==> src/rtl/i2c_frame_sequencer_pkg.sv <==
// i2c_seq_pkg: shared state type, buffer depth and count encoding for the
// I2C frame sequencer.
package i2c_seq_pkg;

  // Frame buffer depth; matches the parallel data array of the write master.
  localparam int MAX_BYTES = 8;

  typedef enum logic [1:0] {
    FILL      = 2'd0,
    LAUNCH    = 2'd1,
    WAIT_DONE = 2'd2,
    REPORT    = 2'd3
  } state_t;

  // Converts a byte count of 1..8 into the master's 3-bit num_bytes field,
  // where a full buffer of 8 is encoded as 0.
  function automatic logic [2:0] encode_count(input logic [3:0] count);
    return (count == 4'd8) ? 3'd0 : count[2:0];
  endfunction

endpackage

==> src/rtl/i2c_frame_sequencer_if.sv <==
// i2c_frame_sequencer_if: byte stream input, parallel frame output to the
// I2C write master, master completion inputs and frame status outputs.
// The master modport is the sequencer side; slave is the environment side.
interface i2c_frame_sequencer_if;
  import i2c_seq_pkg::*;

  logic                      s_valid;
  logic                      s_ready;
  logic [7:0]                s_data;
  logic                      s_last;
  logic [MAX_BYTES-1:0][7:0] data_array;
  logic [2:0]                num_bytes;
  logic                      start;
  logic                      m_busy;
  logic                      m_done;
  logic                      m_ack_error;
  logic                      frame_done;
  logic                      frame_ack_err;
  logic                      frame_trunc;
  logic                      frame_timeout;
  logic                      seq_busy;

  modport master (
    input  s_valid, s_data, s_last, m_busy, m_done, m_ack_error,
    output s_ready, data_array, num_bytes, start,
           frame_done, frame_ack_err, frame_trunc, frame_timeout, seq_busy
  );

  modport slave (
    output s_valid, s_data, s_last, m_busy, m_done, m_ack_error,
    input  s_ready, data_array, num_bytes, start,
           frame_done, frame_ack_err, frame_trunc, frame_timeout, seq_busy
  );

endinterface

==> src/rtl/i2c_frame_sequencer_watchdog.sv <==
// i2c_seq_watchdog: cycle counter that is reloaded to zero by clear_i,
// advances while enable_i is high and flags expired_o on the cycle it holds
// LIMIT-1. A LIMIT of 0 disables expiry entirely.
module i2c_seq_watchdog #(
  parameter int unsigned LIMIT = 200000
) (
  input  logic clk,
  input  logic rst,
  input  logic clear_i,
  input  logic enable_i,
  output logic expired_o
);

  localparam int CW = (LIMIT > 1) ? $clog2(LIMIT) : 1;

  logic [CW-1:0] count_q;
  logic [CW-1:0] count_d;

  // Reload has priority over counting so a new frame always starts from zero.
  always_comb begin
    count_d = count_q;
    if (clear_i) begin
      count_d = '0;
    end else if (enable_i) begin
      count_d = count_q + CW'(1);
    end
  end

  // Counter register.
  always_ff @(posedge clk or posedge rst) begin
    if (rst) begin
      count_q <= '0;
    end else begin
      count_q <= count_d;
    end
  end

  assign expired_o = (LIMIT != 0) && (count_q == CW'(LIMIT - 1));

endmodule

==> src/rtl/i2c_frame_sequencer.sv <==
// i2c_frame_sequencer: packs a valid/ready byte stream into frames of up to
// 8 bytes, launches the I2C write master and reports frame status.
// Optional feature macro I2C_ADDR_PREFIX_EN: slot 0 carries {SLAVE_ADDR,0}
// and the payload fills slots 1..7.
module i2c_frame_sequencer #(
  parameter int          MAX_BYTES      = 8,
  parameter int unsigned TIMEOUT_CYCLES = 200000,
  parameter logic [6:0]  SLAVE_ADDR     = 7'h50
) (
  input logic                   clk,
  input logic                   rst,
  i2c_frame_sequencer_if.master bus
);
  import i2c_seq_pkg::*;

  if (MAX_BYTES != i2c_seq_pkg::MAX_BYTES) begin : g_bad_depth
    $error("i2c_frame_sequencer: MAX_BYTES must be 8 to match the master array");
  end

  if (SLAVE_ADDR[6:3] == 4'b0000 || SLAVE_ADDR[6:3] == 4'b1111) begin : g_reserved_addr
    $warning("i2c_frame_sequencer: SLAVE_ADDR lies in a reserved I2C address range");
  end

`ifdef I2C_ADDR_PREFIX_EN
  localparam logic [3:0] FIRST_SLOT = 4'd1;
`else
  localparam logic [3:0] FIRST_SLOT = 4'd0;
`endif

  state_t                    state_q, state_d;
  logic [3:0]                wr_cnt_q, wr_cnt_d;
  logic [MAX_BYTES-1:0][7:0] data_q, data_d;
  logic [2:0]                num_bytes_q, num_bytes_d;
  logic                      ack_err_q, ack_err_d;
  logic                      trunc_q, trunc_d;
  logic                      timeout_q, timeout_d;

  logic ready;
  logic launch;
  logic done_pulse;
  logic wd_clear;
  logic wd_enable;
  logic wd_expired;

  i2c_seq_watchdog #(
    .LIMIT(TIMEOUT_CYCLES)
  ) u_watchdog (
    .clk      (clk),
    .rst      (rst),
    .clear_i  (wd_clear),
    .enable_i (wd_enable),
    .expired_o(wd_expired)
  );

  // Next-state and output decode; status flags ride along with the frame and
  // are cleared as the report pulse goes out.
  always_comb begin
    state_d     = state_q;
    wr_cnt_d    = wr_cnt_q;
    data_d      = data_q;
    num_bytes_d = num_bytes_q;
    ack_err_d   = ack_err_q;
    trunc_d     = trunc_q;
    timeout_d   = timeout_q;
    ready       = 1'b0;
    launch      = 1'b0;
    done_pulse  = 1'b0;
    wd_clear    = 1'b0;
    wd_enable   = 1'b0;

    unique case (state_q)
      FILL: begin
        ready = 1'b1;
        if (bus.s_valid) begin
          data_d[wr_cnt_q[2:0]] = bus.s_data;
`ifdef I2C_ADDR_PREFIX_EN
          data_d[0] = {SLAVE_ADDR, 1'b0};
`endif
          wr_cnt_d = wr_cnt_q + 4'd1;
          if (bus.s_last || wr_cnt_q == 4'(MAX_BYTES - 1)) begin
            state_d     = LAUNCH;
            num_bytes_d = encode_count(wr_cnt_q + 4'd1);
            trunc_d     = !bus.s_last;
          end
        end
      end
      LAUNCH: begin
        launch   = 1'b1;
        wd_clear = 1'b1;
        state_d  = WAIT_DONE;
      end
      WAIT_DONE: begin
        wd_enable = 1'b1;
        if (bus.m_done) begin
          ack_err_d = bus.m_ack_error;
          timeout_d = 1'b0;
          state_d   = REPORT;
        end else if (wd_expired) begin
          timeout_d = 1'b1;
          state_d   = REPORT;
        end
      end
      REPORT: begin
        done_pulse = 1'b1;
        ack_err_d  = 1'b0;
        trunc_d    = 1'b0;
        timeout_d  = 1'b0;
        wr_cnt_d   = FIRST_SLOT;
        state_d    = FILL;
      end
      default: begin
        state_d = FILL;
      end
    endcase
  end

  // State and frame registers; reset discards any buffered frame.
  always_ff @(posedge clk or posedge rst) begin
    if (rst) begin
      state_q     <= FILL;
      wr_cnt_q    <= FIRST_SLOT;
      data_q      <= '0;
      num_bytes_q <= '0;
      ack_err_q   <= 1'b0;
      trunc_q     <= 1'b0;
      timeout_q   <= 1'b0;
    end else begin
      state_q     <= state_d;
      wr_cnt_q    <= wr_cnt_d;
      data_q      <= data_d;
      num_bytes_q <= num_bytes_d;
      ack_err_q   <= ack_err_d;
      trunc_q     <= trunc_d;
      timeout_q   <= timeout_d;
    end
  end

  assign bus.s_ready       = ready;
  assign bus.start         = launch;
  assign bus.data_array    = data_q;
  assign bus.num_bytes     = num_bytes_q;
  assign bus.frame_done    = done_pulse;
  assign bus.frame_ack_err = done_pulse & ack_err_q;
  assign bus.frame_trunc   = done_pulse & trunc_q;
  assign bus.frame_timeout = done_pulse & timeout_q;
  assign bus.seq_busy      = !(state_q == FILL && wr_cnt_q == FIRST_SLOT);

  // The master is expected to report busy within two cycles of a launch.
  assert property (@(posedge clk) disable iff (rst)
    $past(launch, 2) |-> (bus.m_busy || $past(bus.m_busy)));

endmodule

==> src/flat_wrapper.sv <==
// flat-port wrapper written by rule: the top's interface ports become plain ports
module i2c_frame_sequencer_flat import i2c_seq_pkg::*;
#(
  parameter int          MAX_BYTES      = 8,
  parameter int unsigned TIMEOUT_CYCLES = 200000,
  parameter logic [6:0]  SLAVE_ADDR     = 7'h50
)
  (clk, rst, bus_s_valid, bus_s_data, bus_s_last, bus_m_busy, bus_m_done, bus_m_ack_error, bus_s_ready, bus_data_array, bus_num_bytes, bus_start, bus_frame_done, bus_frame_ack_err, bus_frame_trunc, bus_frame_timeout, bus_seq_busy);
  i2c_frame_sequencer_if bus_i ();
  input logic clk;
  input logic rst;
  input wire logic [$bits(bus_i.s_valid)-1:0] bus_s_valid;
  input wire logic [$bits(bus_i.s_data)-1:0] bus_s_data;
  input wire logic [$bits(bus_i.s_last)-1:0] bus_s_last;
  input wire logic [$bits(bus_i.m_busy)-1:0] bus_m_busy;
  input wire logic [$bits(bus_i.m_done)-1:0] bus_m_done;
  input wire logic [$bits(bus_i.m_ack_error)-1:0] bus_m_ack_error;
  output wire logic [$bits(bus_i.s_ready)-1:0] bus_s_ready;
  output wire logic [$bits(bus_i.data_array)-1:0] bus_data_array;
  output wire logic [$bits(bus_i.num_bytes)-1:0] bus_num_bytes;
  output wire logic [$bits(bus_i.start)-1:0] bus_start;
  output wire logic [$bits(bus_i.frame_done)-1:0] bus_frame_done;
  output wire logic [$bits(bus_i.frame_ack_err)-1:0] bus_frame_ack_err;
  output wire logic [$bits(bus_i.frame_trunc)-1:0] bus_frame_trunc;
  output wire logic [$bits(bus_i.frame_timeout)-1:0] bus_frame_timeout;
  output wire logic [$bits(bus_i.seq_busy)-1:0] bus_seq_busy;
  assign bus_i.s_valid = bus_s_valid;
  assign bus_i.s_data = bus_s_data;
  assign bus_i.s_last = bus_s_last;
  assign bus_i.m_busy = bus_m_busy;
  assign bus_i.m_done = bus_m_done;
  assign bus_i.m_ack_error = bus_m_ack_error;
  assign bus_s_ready = bus_i.s_ready;
  assign bus_data_array = bus_i.data_array;
  assign bus_num_bytes = bus_i.num_bytes;
  assign bus_start = bus_i.start;
  assign bus_frame_done = bus_i.frame_done;
  assign bus_frame_ack_err = bus_i.frame_ack_err;
  assign bus_frame_trunc = bus_i.frame_trunc;
  assign bus_frame_timeout = bus_i.frame_timeout;
  assign bus_seq_busy = bus_i.seq_busy;
  i2c_frame_sequencer #(.MAX_BYTES(MAX_BYTES), .TIMEOUT_CYCLES(TIMEOUT_CYCLES), .SLAVE_ADDR(SLAVE_ADDR)) u_core (.clk(clk), .rst(rst), .bus(bus_i));
endmodule
==> config.mk <==
export PLATFORM = sky130hd
export DESIGN_NAME = i2c_frame_sequencer_flat
export DESIGN_NICKNAME = d
export VERILOG_FILES = /design/src/rtl/i2c_frame_sequencer_pkg.sv /design/src/rtl/i2c_frame_sequencer_if.sv /design/src/rtl/i2c_frame_sequencer_watchdog.sv /design/src/rtl/i2c_frame_sequencer.sv /design/src/flat_wrapper.sv
export SDC_FILE = /design/constraint.sdc
export NUM_CORES = 1
export LEC_CHECK = 0
export ABC_CLOCK_PERIOD_IN_PS = 2600
export CORE_ASPECT_RATIO = 0.8
export CORE_MARGIN = 10
export CORE_UTILIZATION = 45
export DETAILED_ROUTE_END_ITERATION = 10
export DONT_BUFFER_PORTS = 1
export SLEW_MARGIN = 5
export SYNTH_ARGS = -nofsm -noshare
export SYNTH_HDL_FRONTEND = slang
export SYNTH_SLANG_ARGS = --single-unit
==> constraint.sdc <==
create_clock -name clk -period 2.6 [get_ports clk]
set_input_delay 0.26 -clock clk [delete_from_list [all_inputs] [get_ports clk]]
set_output_delay 0.26 -clock clk [all_outputs]
set_load 0.1 [all_outputs]
Word level (Yosys, flattened, before mapping)
Cells that the tools add are included.
{"block": "totals", "in_bits": 15, "ff_bits": 94}
{"block": "classes", "n_bitwise": 3, "n_reduce_logical": 17, "eq_ne": 10, "n_lt_le_gt_ge": 2, "n_addsub": 2, "n_mux": 25}
{"operator": "$bwmux 64", "count": 1}
{"operator": "$mux 18", "count": 2}
{"operator": "$demux 8 s3", "count": 1}
{"operator": "$add 18x1->18 const B", "count": 1}
{"operator": "$eq 18x18->1 const B", "count": 1}
{"operator": "$mux 1", "count": 9}
{"operator": "$reduce_and 3->1", "count": 3}
{"operator": "$mux 2", "count": 4}
{"operator": "$mux 8", "count": 1}
{"operator": "$pmux 2 s4", "count": 1}
{"operator": "$pmux 4 s2", "count": 1}
{"operator": "$reduce_and 2->1", "count": 4}
{"operator": "$pmux 1 s2", "count": 3}
{"operator": "$reduce_bool 2->1", "count": 3}
{"operator": "$add 4x1->4 const B", "count": 1}
{"operator": "$eq 2x2->1 const B", "count": 2}
{"operator": "$eq 4x3->1 const B", "count": 1}
{"operator": "$eq 4x4->1 const B", "count": 1}
{"operator": "$logic_not 4->1", "count": 1}
{"operator": "$lt 3x4->1 const B", "count": 1}
{"operator": "$mux 4", "count": 1}
{"operator": "$ne 2x2->1 const B", "count": 2}
{"operator": "$and 1x1->1", "count": 3}
{"operator": "$ge 3x1->1 const B", "count": 1}
{"operator": "8 further kinds", "count": 10}

Longest topological paths before layout
{"block": "logic_depth", "ltp_word": 5, "ltp_mapped": 7, "depth_no_buf": 6}

Cells and area by module
Synthesis repeated with hierarchy kept, for this count alone.
{"block": "hier_totals", "cells_unflattened": 329, "hier_area_um2": 4321.6}
{"mod": "i2c_frame_sequencer", "seq_area_each_um2": 1901.8, "instances": 1, "cells_per_inst": 226, "area_each_um2": 3293.2}
{"mod": "i2c_seq_watchdog", "seq_area_each_um2": 450.4, "instances": 1, "cells_per_inst": 103, "area_each_um2": 1028.5}

Worst setup path before layout
No wires, ideal clock.
{"block": "synth_path", "kind": "flip-flop to output port", "start": "register u_core.state_q[0]", "end": "output bus_frame_ack_err", "path_stages_with_launch": 4, "path_slack_ns": -0.557, "path_buffers": 0, "arrival_ns": 2.897, "cell_sequence": "dfrtp_1 -> ha_1 -> inv_1 -> nor2_1"}
{"block": "synth_via", "elab_chain_len": 3}
{"item": "start: declaration", "line_no": "i2c_frame_sequencer.sv:30", "source": "state_t state_q, state_d;"}
{"item": "start signal: assignment", "line_no": "i2c_frame_sequencer.sv:128", "source": "state_q <= state_d;"}
{"item": "$eq 2x2->1", "line_no": "i2c_frame_sequencer.sv:71", "source": "unique case (state_q)"}
{"item": "$mux 1", "line_no": "i2c_frame_sequencer.sv:71"}
{"item": "net bus_frame_done", "line_no": "flat_wrapper.sv:22", "source": "output wire logic [$bits(bus_i.frame_done)-1:0] bus_frame_done;"}
{"item": "$and 1x1->1", "line_no": "i2c_frame_sequencer.sv:143", "source": "assign bus.frame_ack_err = done_pulse & ack_err_q;"}
{"item": "end: declaration", "line_no": "flat_wrapper.sv:23", "source": "output wire logic [$bits(bus_i.frame_ack_err)-1:0] bus_frame_ack_err;"}
The timed path passes the listed nets, and every way through them passes these cells.

Worst setup path in the final report
{"block": "layout_path", "start": "register u_core.state_q[0]", "end": "register u_core.u_watchdog.count_q[17]"}
{"block": "layout_via", "elab_chain_len": 3, "word_cells_on_any_way": 6}
{"item": "$eq 2x1->1 or $eq 2x2->1 (tied branches)", "line_no": "i2c_frame_sequencer.sv:71"}
{"item": "$mux 1", "line_no": "i2c_frame_sequencer.sv:71"}
{"item": "$mux 18 or $reduce_bool 2->1 (tied branches)"}
{"item": "end signal: assignment", "line_no": "i2c_frame_sequencer_watchdog.sv:34", "source": "count_q <= count_d;"}
{"item": "end: declaration", "line_no": "i2c_frame_sequencer_watchdog.sv:16", "source": "logic [CW-1:0] count_q;"}
Several ways; a longest one is shown, not always the timed one.
A chain may end at the register's enable or synchronous reset.

==> metrics.md <==
| Metric | Value |
|---|---|
| Placed cells | `443` |
| Max-cap viol count | `0` |
| # fillers | `795` |
| Unique masters post-synth | `47` |
| Final setup viols | `0` |
| Area after DPL | `4440 sq um` |
| H-tree depth | `3` |
| Reg clk slew, reported paths | `70 ps` |
| Core area | `9080 sq um` |
| Sequential cell area | `2350 sq um` |
| Rows | `31` |
| Crit end category | `register` |
| Post-synth ARST share | `1.00` |
| Residual DRC | `0` |
| Worst-Margin Slew | `949 ps` |
| Area growth, synth to finish | `13.4%` |
| CP Max Fanout | `11` |
| Routed WL | `9.21 mm` |
| Worst-Skew Late Latency | `340 ps` |
| Layout Nets | `363` |
| Vias/cell | `5.55` |
| RSZ-0062 raised after global routing | `false` |
| Pre-CTS setup slack | `498 ps` |
| Synth Cell Area | `4200 sq um` |
| Buf/Inv on CP | `1` |
| Vias in the first global route | `2580` |
| Slowest cell on the critical path | `nor4_4` |
| Ant. Diodes | `0` |
| Critical Path Max Stage Delay | `450 ps` |
| DPL Wire Length | `6.76 mm` |
| Worst relative slew slack | `0.368` |
| Routability congestion estimate | `0.836` |
| DIE WIDTH | `128 um` |
| Seq/Total Area, Yosys | `0.560` |
| Post-CTS Setup Bufs | `0` |
| Io pins | `89` |
| Hold Buf Count CTS | `1` |
| Layout cell share with drive strength beyond 1 | `0.313` |
| Post-Layout Cell Count | `460` |
| # resized after CTS | `0` |
| CTS buffer count | `9` |
| Max Freq | `470 MHz` |
| Top post-synthesis cells by area | `dfrtp_1 56%, mux2_2 16%, mux2_4 2.9%, ha_1 2.4%, xnor2_1 2.1%` |
| Sinks on Clock Net | `94` |
| YS warnings | `0` |
| CTS tree | `yes` |
| 1st-iter DRT viols | `237` |
| Leading cell type by number of instances after synthesis | `dfrtp_1` |
| Synth top area share | `0.560` |
| Fin. max-slew vios | `0` |
| Gr usage total | `0.138` |
| Number of synthesized flops with an enable pin | `0` |
| Initial Util | `0.463` |
| Final instance area | `4760 sq um` |
| Final min period | `2130 ps` |
| Critical Path RT | `2830 ps` |
| Type of the most critical hold path | `input port to register` |
| Footprint of the multi-input gates | `1750 sq um` |
| Crit Path Category | `register to register` |
| Longest Clk Path Bufs | `2` |
| Post-Syn Instances | `324` |
| Clock root cell | `clkbuf_16` |
| Overflow after GRT | `0` |
| CP Cell Sequence | `inv_1 -> ha_2 -> nand3_1 -> nor4_4 -> a31oi_1 -> a41o_1` |
| Initial antenna violation count | `0` |
| Flops & latches, synth | `94` |
| Crit share post-route | `0.818` |
| Die area | `13600 sq um` |
| IO Port Bufs | `0` |
| Main synth FF type | `dfrtp_1` |
| Outcome | `complete, no violations` |
| Largest net degree at the start of global routing | `45` |
| Die height | `106 um` |
| Antenna viol nets, final | `0` |
| First-pass GRT wire length | `14.8 mm` |
| Commonest cells in the netlist | `94 x dfrtp_1, 58 x mux2_2, 19 x nor2_1` |
| Top delay family on crit path | `simple AND/OR/NAND/NOR gates` |
| Setup slack after layout | `474 ps` |
| Hold Fails Final Rpt | `0` |
| Vias | `2555` |
| TNS Setup | `0 ps` |
| Router iterations before antenna repair | `4` |
| Syn avg cell area | `13.0 sq um` |
| Setup crit start kind | `register` |
| Synth Net Count | `347` |
| Critical path arrival | `2360 ps` |
| Routed len/inst | `20.0 um` |
| Area leader, netlist | `dfrtp_1` |
| Clock Skews | `6.38 ps` |
sequential cells by signal, summed over array words and instances (netlist names):
register / flops
u_core.timeout_q: 1
u_core.state_q: 2
u_core.u_watchdog.count_q: 18
u_core.bus.num_bytes: 3
u_core.ack_err_q: 1
u_core.trunc_q: 1
u_core.bus.data_array: 64
u_core.wr_cnt_q: 4
kinds of logic (layout without fill, tap and decap cells):
logic type                 after synthesis  after routing  synth area share
adders and majority gates                8              8            0.0238
buffers and inverters                   21             42            0.0244
AOI/OAI and AO/OA                       37             37            0.0641
muxes                                   68             68             0.189
and+or+nand+nor                         86             86             0.118
DFF                                     94             94             0.560
xor gates and xnor gates                10             10            0.0209
metrics by stage:
stage          utilization  hold slack [ps]
5_1_grt              0.525             7.38
4_1_cts              0.525             3.97
3_3_place_gp         0.490              207
3_5_place_dp         0.490              208
2_1_floorplan            -              358
6_report             0.525             13.3
placed cells by master, fill, tap and decap left out, types with 2 or more instances in the layout:
master,synthesis,final
mux2i_1,2,2
ha_1,8,7
buf_4,2,8
buf_12,0,4
clkinvlp_4,0,3
a41o_1,3,3
nand3_1,7,7
a31oi_1,4,4
nor2_2,3,3
a21oi_1,2,2
nand4_1,5,5
a22o_1,5,5
mux2_4,8,8
nor2_1,19,18
nor3_1,8,8
a211oi_1,2,2
o21a_1,2,2
dfrtp_1,94,94
and3b_1,2,2
o22ai_1,3,3
and2_1,3,3
clkbuf_8,0,2
nor4bb_1,2,2
nor4_1,3,3
nand2_1,18,18
o21ai_0,7,7
o31ai_1,2,2
xnor2_1,10,10
mux2_2,58,58
nor3_2,3,3
a32o_1,2,2
inv_1,13,12
and3_1,4,4
clkbuf_16,0,9
layout make-up:
type / instances / share of cell area
clock buffers: 12 / 0.0538
clock inverters: 4 / 0.0113
inverters: 13 / 0.0110
multi-input cells: 209 / 0.368
flip-flops and latches: 94 / 0.494
well taps: 115 / 0.0302
repair buffers: 13 / 0.0315
layer usage:
metal  global-route usage  routed length [um]  vias up
met3               0.0650                 791        9
met2                0.207                4290       58
met5                    0                   0        -
li1                     -                   -     1197
met4               0.0385                 103        0
met1                0.174                4020     1291
worst paths after layout:
check                                  startpoint                       endpoint  slack [ps]  depth (start not counted)
max in group asynchronous                     rst      u_core.bus.data_array[45]        1410                          3
worst max-delay path            u_core.state_q[0]  u_core.u_watchdog.count_q[17]         470                          6
worst min-delay path                   bus_s_last                 u_core.trunc_q          10                          1
worst min register to register   u_core.timeout_q               u_core.timeout_q         510                          1
min in group asynchronous                     rst      u_core.bus.data_array[48]         460                          2
worst max register to register  u_core.state_q[0]  u_core.u_watchdog.count_q[17]         470                          6
worst reg2reg max path, stage by stage, from the launching register on:
cell and delay (ps):
dfrtp_1 410, inv_1 110, ha_2 440, nand3_1 240, nor4_4 450, a31oi_1 140
a41o_1 220
Power is left out: the tool's default activity adds up to more than one toggle a clock period on the data nets, which glitch-free logic cannot reach.
